### config.mk
export PLATFORM = sky130hd
export DESIGN_NAME = multicycle_ripple_adder
export DESIGN_NICKNAME = d
export VERILOG_FILES = /design/src/rtl/cpu_pkg.sv /design/src/rtl/chunk_ripple_adder.sv /design/src/rtl/multicycle_ripple_adder.sv
export SDC_FILE = /design/constraint.sdc
export NUM_CORES = 1
export LEC_CHECK = 0
export CAP_MARGIN = 5
export CORE_ASPECT_RATIO = 1.4
export CORE_MARGIN = 2
export CORE_UTILIZATION = 52
export DETAILED_ROUTE_END_ITERATION = 10
export PLACE_DENSITY = 0.8
export SETUP_SLACK_MARGIN = 0.2
export SLEW_MARGIN = 40
export SYNTH_ARGS = -nofsm -noshare
export SYNTH_HDL_FRONTEND = slang
export SYNTH_SLANG_ARGS = --single-unit
### constraint.sdc
create_clock -name clk -period 5.3 [get_ports clk]
set_input_delay 0.795 -clock clk [delete_from_list [all_inputs] [get_ports clk]]
set_output_delay 0.795 -clock clk [all_outputs]
set_load 0.05 [all_outputs]
### src/rtl/cpu_pkg.sv
// Shared CPU definitions: default datapath sizing and the multicycle adder FSM encoding.
package cpu_pkg;

  localparam int DEF_WIDTH = 32;
  localparam int DEF_CHUNK = 8;

  typedef enum logic [1:0] {
    MRA_IDLE = 2'd0,
    MRA_BUSY = 2'd1,
    MRA_DONE = 2'd2
  } mra_state_e;

  // Counter width that stays legal (>= 1 bit) even for a single chunk.
  function automatic int cnt_width(input int n);
    return (n > 1) ? $clog2(n) : 1;
  endfunction

endpackage

### src/rtl/chunk_ripple_adder.sv
// Combinational CHUNK-bit ripple-carry adder; exposes the carry into the MSB for overflow detection.
module chunk_ripple_adder
  import cpu_pkg::*;
#(
  parameter int CHUNK = DEF_CHUNK
) (
  input  logic             cin,
  input  logic [CHUNK-1:0] in0,
  input  logic [CHUNK-1:0] in1,
  output logic [CHUNK-1:0] out,
  output logic             cout,
  output logic             msb_cin
);

  logic [CHUNK:0] c;

  assign c[0] = cin;

  for (genvar i = 0; i < CHUNK; i++) begin : g_bit
    assign out[i]   = in0[i] ^ in1[i] ^ c[i];
    assign c[i + 1] = (in0[i] & in1[i]) | (c[i] & (in0[i] ^ in1[i]));
  end

  assign cout    = c[CHUNK];
  assign msb_cin = c[CHUNK-1];

endmodule

### src/rtl/multicycle_ripple_adder.sv
// Adder/subtractor that sums CHUNK bits per cycle, LSB chunk first, over WIDTH/CHUNK BUSY cycles.
module multicycle_ripple_adder
  import cpu_pkg::*;
#(
  parameter int WIDTH = DEF_WIDTH,
  parameter int CHUNK = DEF_CHUNK
) (
  input  logic             clk,
  input  logic             rst,
  input  logic             start,
  input  logic             sub,
  input  logic             cin,
  input  logic [WIDTH-1:0] in0,
  input  logic [WIDTH-1:0] in1,
  output logic             busy,
  output logic             done,
  output logic [WIDTH-1:0] out,
  output logic             cout,
  output logic             ovf,
  output logic             zero
);

  localparam int NCHUNK = WIDTH / CHUNK;
  localparam int CNT_W  = cnt_width(NCHUNK);

  // Handshake: start is taken on any edge where the FSM is IDLE or DONE (never while BUSY);
  // busy is high for the NCHUNK operating cycles, then done pulses for one cycle with results valid.
  mra_state_e state, state_n;

  logic [WIDTH-1:0] a_q, b_q, sum_q, sum_next;
  logic             carry_q;
  logic [CNT_W-1:0] cnt;
  logic [CHUNK-1:0] chunk_sum;
  logic             chunk_cout, chunk_msb_cin;
  logic             accept, last;

  assign accept = start && (state != MRA_BUSY);
  assign last   = (state == MRA_BUSY) && (cnt == CNT_W'(NCHUNK - 1));
  assign busy   = (state == MRA_BUSY);
  assign done   = (state == MRA_DONE);

  chunk_ripple_adder #(.CHUNK(CHUNK)) u_chunk (
    .cin     (carry_q),
    .in0     (a_q[CHUNK-1:0]),
    .in1     (b_q[CHUNK-1:0]),
    .out     (chunk_sum),
    .cout    (chunk_cout),
    .msb_cin (chunk_msb_cin)
  );

  // Operands shift down one chunk per cycle; sums enter at the top, so after NCHUNK steps
  // chunk 0 has arrived at the LSB end.
  assign sum_next = WIDTH'({chunk_sum, sum_q} >> CHUNK);

  always_comb begin
    state_n = state;
    case (state)
      MRA_IDLE: if (start) state_n = MRA_BUSY;
      MRA_BUSY: if (last) state_n = MRA_DONE;
      MRA_DONE: state_n = start ? MRA_BUSY : MRA_IDLE;
      default:  state_n = MRA_IDLE;
    endcase
  end

  always_ff @(posedge clk) begin
    if (rst) begin
      state   <= MRA_IDLE;
      a_q     <= '0;
      b_q     <= '0;
      sum_q   <= '0;
      carry_q <= 1'b0;
      cnt     <= '0;
      out     <= '0;
      cout    <= 1'b0;
      ovf     <= 1'b0;
      zero    <= 1'b1;
    end else begin
      state <= state_n;
      if (accept) begin
        a_q     <= in0;
        b_q     <= sub ? ~in1 : in1;
        carry_q <= sub ? ~cin : cin;
        cnt     <= '0;
      end else if (state == MRA_BUSY) begin
        a_q     <= a_q >> CHUNK;
        b_q     <= b_q >> CHUNK;
        sum_q   <= sum_next;
        carry_q <= chunk_cout;
        cnt     <= cnt + 1'b1;
        if (last) begin
          out  <= sum_next;
          cout <= chunk_cout;
          ovf  <= chunk_msb_cin ^ chunk_cout;
          zero <= (sum_next == '0);
        end
      end
    end
  end

endmodule

### After elaboration in Yosys (flattened, before gate mapping)

Cells that the tools add are included.

| storage, ports and cells | value |
|---|---|
| output and inout port bits | 37 |
| register bits after elaboration | 136 |
| word-level logic and storage cells | 82 |
| bits of input ports | 69 |

| cells by class | value |
|---|---|
| bitwise logic cells | 44 |
| reduce and logical (&&, ||, !) cells | 9 |
| muxes and demuxes | 12 |
| $add $sub $neg | 1 |
| equality and inequality tests | 6 |

Operator list:

| operator | number |
|---|---|
| 32-bit two-way mux | 5 |
| 32-bit logical NOT | 1 |
| 32-bit inverter | 1 |
| 1-bit XOR | 17 |
| 1-bit bitwise AND | 16 |
| 1-bit bitwise OR | 8 |
| 2-bit case mux with 3 select lines | 1 |
| 2-bit == test (second input constant) | 2 |
| 1-bit two-way mux | 4 |
| 2-bit two-way mux | 2 |
| 2-bit by 1-bit != test with 1-bit output (second input constant) | 2 |
| 2-bit AND reduction | 2 |
| 3-bit AND reduction | 1 |
| 2-bit by 1-bit adder with 2-bit output (second input constant) | 1 |
| 2-bit by 1-bit == test with 1-bit output (second input constant) | 1 |
| 1-bit logical AND | 2 |
| 2-bit logical NOT | 1 |
| 2-bit != test (second input constant) | 1 |
| 1-bit inverter | 2 |
| 2-bit nonzero test | 1 |
| 2-bit OR reduction | 1 |

### Longest topological paths before layout

| depth | value |
|---|---|
| depth in word-level cells | 19 |
| gate-level depth with buffers | 14 |
| mapped depth without buffers | 14 |

### Cells and area by module

Synthesis repeated with hierarchy kept, for this count alone.

| unflattened totals | value |
|---|---|
| cell total of the unflattened synthesis | 639 |
| area, all modules | 5582.9 sq um |

Modules (own cells, without submodules):

| module | cells an instance | area an instance (sq um) | instances | seq. area each (sq um) |
|---|---|---|---|---|
| multicycle_ripple_adder | 621 | 5385.2 | 1 | 2562.5 |
| chunk_ripple_adder | 18 | 197.7 | 1 | 0.0 |

### Least setup slack after synthesis

No wires, ideal clock.

| timing | value |
|---|---|
| path kind | register to register |
| start | reg a_q[0] |
| end | reg zero |
| clock period less this slack | 3.661 ns |
| stages on the path, launching flop included | 14 |
| setup time | 0.126 ns |
| data arrival time | 3.535 ns |
| path slack | 1.639 ns |
| path buffers | 0 |
| path through | dfxtp_1 > fa_1 > fa_1 > fa_1 > fa_1 > inv_1 > fa_1 > inv_1 > fa_1 > fa_1 > inv_1 > fa_1 > nand4_1 > o41ai_1 |

| between the ends | value |
|---|---|
| word-level cells in the longest chain between the ends | 17 |
| elaborated cells on any way between the ends | 25 |
| those cells by class | 24 x bitwise; 1 x reduce/logical |

Ends and longest elaborated chain:

| element | line | source |
|---|---|---|
| start, declared | multicycle_ripple_adder.sv:30 | `logic [WIDTH-1:0] a_q, b_q, sum_q, sum_next;` |
| start signal, assigned | multicycle_ripple_adder.sv:80 | `a_q <= in0;` |
| start signal, assigned | multicycle_ripple_adder.sv:85 | `a_q <= a_q >> CHUNK;` |
| 1-bit XOR | chunk_ripple_adder.sv:20, chunk_ripple_adder.sv:21 |  |
| 1-bit bitwise AND | chunk_ripple_adder.sv:21 | `assign c[i + 1] = (in0[i] & in1[i]) \| (c[i] & (in0[i] ^ in1[i]));` |
| 1-bit bitwise OR | chunk_ripple_adder.sv:21 |  |
| 1-bit bitwise AND | chunk_ripple_adder.sv:21 |  |
| 1-bit bitwise OR | chunk_ripple_adder.sv:21 |  |
| 1-bit bitwise AND | chunk_ripple_adder.sv:21 |  |
| 1-bit bitwise OR | chunk_ripple_adder.sv:21 |  |
| 1-bit bitwise AND | chunk_ripple_adder.sv:21 |  |
| 1-bit bitwise OR | chunk_ripple_adder.sv:21 |  |
| 1-bit bitwise AND | chunk_ripple_adder.sv:21 |  |
| 1-bit bitwise OR | chunk_ripple_adder.sv:21 |  |
| 1-bit bitwise AND | chunk_ripple_adder.sv:21 |  |
| 1-bit bitwise OR | chunk_ripple_adder.sv:21 |  |
| 1-bit bitwise AND | chunk_ripple_adder.sv:21 |  |
| 1-bit bitwise OR | chunk_ripple_adder.sv:21 |  |
| 1-bit XOR | chunk_ripple_adder.sv:20 | `assign out[i] = in0[i] ^ in1[i] ^ c[i];` |
| 32-bit logical NOT * | multicycle_ripple_adder.sv:94 | `zero <= (sum_next == '0);` |
| end signal, assigned | multicycle_ripple_adder.sv:94 |  |
| end, declared | multicycle_ripple_adder.sv:20 | `output logic zero` |

Mark *: on every way between the ends. The rest lies on a longest branch, timed or not.
A chain may end at the register's enable or synchronous reset.

### Final worst setup path

| timing | value |
|---|---|
| start | reg a_q[0] |
| end | reg sum_q[31] |

| between the ends | value |
|---|---|
| word-level cells in the longest chain between the ends | 16 |
| elaborated cells on any way between the ends | 17 |
| those cells by class | 17 x bitwise |

Ends and longest elaborated chain:

| element | line | source |
|---|---|---|
| 1-bit XOR | chunk_ripple_adder.sv:21 |  |
| 1-bit bitwise AND | chunk_ripple_adder.sv:21 |  |
| 1-bit bitwise OR * | chunk_ripple_adder.sv:21 |  |
| 1-bit bitwise AND * | chunk_ripple_adder.sv:21 |  |
| 1-bit bitwise OR * | chunk_ripple_adder.sv:21 |  |
| 1-bit bitwise AND * | chunk_ripple_adder.sv:21 |  |
| 1-bit bitwise OR * | chunk_ripple_adder.sv:21 |  |
| 1-bit bitwise AND * | chunk_ripple_adder.sv:21 |  |
| 1-bit bitwise OR * | chunk_ripple_adder.sv:21 |  |
| 1-bit bitwise AND * | chunk_ripple_adder.sv:21 |  |
| 1-bit bitwise OR * | chunk_ripple_adder.sv:21 |  |
| 1-bit bitwise AND * | chunk_ripple_adder.sv:21 |  |
| 1-bit bitwise OR * | chunk_ripple_adder.sv:21 |  |
| 1-bit bitwise AND * | chunk_ripple_adder.sv:21 |  |
| 1-bit bitwise OR * | chunk_ripple_adder.sv:21 |  |
| 1-bit XOR * | chunk_ripple_adder.sv:20 |  |
| end signal, assigned | multicycle_ripple_adder.sv:87 | `sum_q <= sum_next;` |
| end, declared | multicycle_ripple_adder.sv:30 |  |

Marks and branches as above.

==> flow_results.xml <==
<?xml version="1.0" encoding="UTF-8"?>
<metrics>
  <group name="grt">
    <metric name="via_count_of_the_first_global_routing_pass" unit="">4510</metric>
    <metric name="grt_max_degree" unit="">113</metric>
    <metric name="remaining_global_route_overflow" unit="">0</metric>
    <metric name="antenna_found_initial" unit="">0</metric>
    <metric name="grt_use_total" unit="%">22.43</metric>
    <metric name="grt_pass1_wl" unit="µm">20370</metric>
  </group>
  <group name="sta">
    <metric name="hold_viol" unit="">0</metric>
    <metric name="worst_clock_skew" unit="ns">0.005831</metric>
    <metric name="period_share" unit="%">73.10</metric>
    <metric name="final_period_minus_worst_setup_slack" unit="ns">3.874</metric>
    <metric name="rsz_0062_raised_after_global_routing" unit="">false</metric>
    <metric name="worst-slew-pin-transition" unit="ns">0.8568</metric>
    <metric name="finalSetupViolations" unit="">0</metric>
    <metric name="clock.fmax" unit="MHz">258.1</metric>
    <metric name="slew_headroom" unit="%">42.88</metric>
    <metric name="maxSlewViolCount" unit="">0</metric>
    <metric name="hold-worst-slack" unit="ns">0.4516</metric>
    <metric name="setup-tns-final" unit="ns">0</metric>
  </group>
  <group name="place">
    <metric name="port_buffers" unit="">105</metric>
    <metric name="place.detailed.hpwl" unit="µm">8552</metric>
    <metric name="dpl.cell_count" unit="">829</metric>
    <metric name="gp_routability_congestion" unit="">0.8684</metric>
  </group>
  <group name="critical_path">
    <metric name="source_of_the_worst_register_to_register_timing_path" unit="">a_q[0]</metric>
    <metric name="cpPeakStageDelay" unit="ns">0.46</metric>
    <metric name="critical_path_required" unit="ns">5.62</metric>
    <metric name="reg2reg_slack" unit="ns">1.43</metric>
    <metric name="critical_path.max_fanout" unit="">3</metric>
    <metric name="rr_worst_depth" unit="">12</metric>
    <metric name="cp.arrival" unit="ns">4.20</metric>
    <metric name="crit_chain" unit="">fa_1 -&gt; fa_1 -&gt; fa_1 -&gt; fa_1 -&gt; inv_1 -&gt; fa_1 -&gt; inv_1 -&gt; fa_1 -&gt; fa_1 -&gt; inv_1 -&gt; fa_1 -&gt; a211oi_1</metric>
    <metric name="crit_path_start_kind" unit="">flop</metric>
    <metric name="setup.worst_path.class" unit="">flop to flop</metric>
    <metric name="critical_path.endpoint_type" unit="">flop</metric>
    <metric name="worst_path_most_repeated_cell" unit="">sky130_fd_sc_hd__fa_1</metric>
    <metric name="critical_path.slowest_cell" unit="">sky130_fd_sc_hd__fa_1</metric>
    <metric name="rr_endpoint" unit="">sum_q[31]</metric>
  </group>
  <group name="finish">
    <metric name="commonest_non_fill_non_tap_cells_in_the_layout" unit="">sky130_fd_sc_hd__nand2_1, sky130_fd_sc_hd__dfxtp_1, sky130_fd_sc_hd__clkdlybuf4s50_1, sky130_fd_sc_hd__nor2_1, sky130_fd_sc_hd__a21oi_1</metric>
    <metric name="mostFrequentLayoutCell" unit="">sky130_fd_sc_hd__nand2_1</metric>
    <metric name="drive_above_1_share" unit="%">6.916</metric>
    <metric name="nNetsFinal" unit="">788</metric>
    <metric name="fin_cells" unit="">861</metric>
    <metric name="antenna-diode-count" unit="">0</metric>
    <metric name="num-fill-cells" unit="">836</metric>
    <metric name="flow.area_growth_from_synthesis" unit="%">27.94</metric>
  </group>
  <group name="clocking">
    <metric name="max-clock-path-buffers" unit="">2</metric>
    <metric name="postCtsHoldBufs" unit="">0</metric>
    <metric name="htreeDepth" unit="">4</metric>
    <metric name="cts_root_buf" unit="">sky130_fd_sc_hd__clkbuf_16</metric>
    <metric name="clock_sink_count" unit="">128</metric>
    <metric name="cts_setup_buffers" unit="">0</metric>
    <metric name="cts_resized" unit="">0</metric>
    <metric name="cts_tree" unit="">built</metric>
    <metric name="clock_latency" unit="ns">0.41</metric>
    <metric name="tritoncts.num_buffers" unit="">17</metric>
    <metric name="clkSlewWorstSetupHoldPaths" unit="ns">0.05</metric>
  </group>
  <group name="hold_path">
    <metric name="hold_end" unit="">b_q[3]</metric>
    <metric name="hp-start" unit="">b_q[11]</metric>
    <metric name="worst_hold_path_class" unit="">flop to flop</metric>
    <metric name="min_path_cells" unit="">2</metric>
  </group>
  <group name="yosys">
    <metric name="synth_fa_ha_area_share" unit="%">3.104</metric>
    <metric name="synth-compound-area-share" unit="%">17.05</metric>
    <metric name="yosysWarnings" unit="">0</metric>
    <metric name="synthSimpleGateAreaFrac" unit="%">15.90</metric>
    <metric name="synthMuxAreaShare" unit="%">5.960</metric>
    <metric name="seq_area_frac_synth" unit="%">46.06</metric>
    <metric name="yosysTopAreaCellShare" unit="%">46.06</metric>
    <metric name="yosysUniqueCellTypes" unit="">28</metric>
    <metric name="synthXorXnorAreaFrac" unit="%">5.353</metric>
    <metric name="synth.avg_cell_area" unit="µm²">8.788</metric>
    <metric name="synth.area.top_cells" unit="">sky130_fd_sc_hd__dfxtp_1, sky130_fd_sc_hd__nand2_1, sky130_fd_sc_hd__a21oi_1</metric>
    <metric name="synth_top_family_by_area" unit="">compound AO/OA/AOI/OAI gates</metric>
    <metric name="synthesis.instances" unit="">633</metric>
    <metric name="netlist.top_cell.by_area" unit="">sky130_fd_sc_hd__dfxtp_1</metric>
    <metric name="syn_area" unit="µm²">5563</metric>
    <metric name="synth.ff_latch_count" unit="">128</metric>
    <metric name="synth_fp_nets" unit="">711</metric>
  </group>
  <group name="routing">
    <metric name="drt_wl_total" unit="µm">12540</metric>
    <metric name="post_drt_via_cell_ratio" unit="">5.279</metric>
    <metric name="count_of_routing_violations_after_the_opening_detailed_route_iteration" unit="">242</metric>
    <metric name="route.antenna.remaining_nets" unit="">0</metric>
    <metric name="detail_route.wl_per_cell" unit="µm">14.57</metric>
    <metric name="detailedRoute.firstPassIterationCount" unit="">7</metric>
    <metric name="routed-via-count" unit="">4545</metric>
    <metric name="route.detailed.drc" unit="">0</metric>
  </group>
  <group name="floorplan">
    <metric name="dieArea" unit="µm²">11550</metric>
    <metric name="chip_height" unit="µm">126.4</metric>
    <metric name="ios" unit="">106</metric>
    <metric name="core" unit="µm²">10410</metric>
    <metric name="fp.dieW" unit="µm">91.42</metric>
    <metric name="fp-row-count" unit="">44</metric>
    <metric name="initial_utilization" unit="%">53.46</metric>
  </group>
  <group name="pwr">
    <metric name="irDropWorstVdd" unit="mV">0.2464</metric>
    <metric name="finalPower" unit="mW">2.546</metric>
    <metric name="power.leakage" unit="nW">2.667</metric>
    <metric name="power.density_cell_area" unit="nW/µm²">357.7</metric>
  </group>
  <group name="run">
    <metric name="maxCapViolations" unit="">0</metric>
  </group>
  <group name="outcome">
    <metric name="outcome" unit="">finished, final reports clean</metric>
  </group>
</metrics>
worst max path at each step:
stage,cells past startpoint,slack [ns],start,endpoint
after global routing,13,1.27,a_q[0],zero
after global placement,13,1.55,a_q[0],zero
after CTS,13,1.43,a_q[0],zero
after floorplan,13,1.64,a_q[0],zero
final,12,1.43,a_q[0],sum_q[31]
after detailed placement,13,1.43,a_q[0],zero
Yosys cell counts (all sizes together):
| master | count |
|---|---|
| and3b | 1 |
| inv | 9 |
| mux2 | 1 |
| a2bb2oi | 1 |
| ha | 1 |
| xnor2 | 34 |
| nor4 | 7 |
| o41ai | 1 |
| clkbuf | 12 |
| nand2 | 132 |
| mux2i | 32 |
| nand2b | 4 |
| buf | 41 |
| nand3b | 2 |
| nor2b | 1 |
| a21oi | 80 |
| nor2 | 74 |
| a211oi | 37 |
| nand4 | 2 |
| a211o | 25 |
| dfxtp | 128 |
| fa | 8 |
cell families after synthesis:
kind of cell | after synthesis
compound gates | 144
xor+xnor | 34
fa+ha+maj | 9
buf+inv | 62
flops | 128
mux | 33
simple gates | 223
state kept, by name, indices dropped and copies added, names as in the netlist:
| signal | count |
|---|---|
| zero | 1 |
| state | 2 |
| a_q | 32 |
| b_q | 32 |
| ovf | 1 |
| cout | 1 |
| carry_q | 1 |
| out | 32 |
| cnt | 2 |
| sum_q | 24 |
per-layer routing:
metal,global-route usage [%],share of wire (%),vias to the layer above
li1,-,-,2292
met1,21.76,37,2077
met2,41.13,54,135
met3,6.116,3.6,41
met4,14.53,4.8,0
met5,0,0,-
layout make-up:
class / instances / area, µm² / share of cell area (%)
multi-input cells: 443 / 2638 / 37.06
flip-flops and latches: 128 / 2562 / 36.01
repair buffers: 111 / 1092 / 15.35
clock buffers: 23 / 488.0 / 6.857
well taps: 138 / 172.7 / 2.426
clock inverters: 9 / 130.1 / 1.828
inverters: 9 / 33.78 / 0.4747
where the power goes:
part / leakage (nW) / internal (mW) / switching [mW] / total, mW
registers: 1.05 / 1.02 / 0.0379 / 1.05
logic: 1.32 / 0.144 / 0.153 / 0.297
clock network: 0.303 / 0.788 / 0.407 / 1.20
total: 2.67 / 1.95 / 0.598 / 2.55
stage by stage:
stage	util (%)	area, µm²	setup slack, ns
floorplan	-	5563	1.639
global placement	62.40	6492	1.547
detailed placement	62.43	6496	1.434
CTS	68.37	7114	1.432
global route	68.40	7117	1.266
finish	68.40	7117	1.426
critical path, delay by kind of cell, from the launching register on:
family / cells / cell delay [ns]
AOI/OAI and AO/OA: 1 / 0.22
adders and majority gates: 8 / 3.03
buffers and inverters: 3 / 0.21
DFF: 1 / 0.33
(Power assumes the default switching activity.)
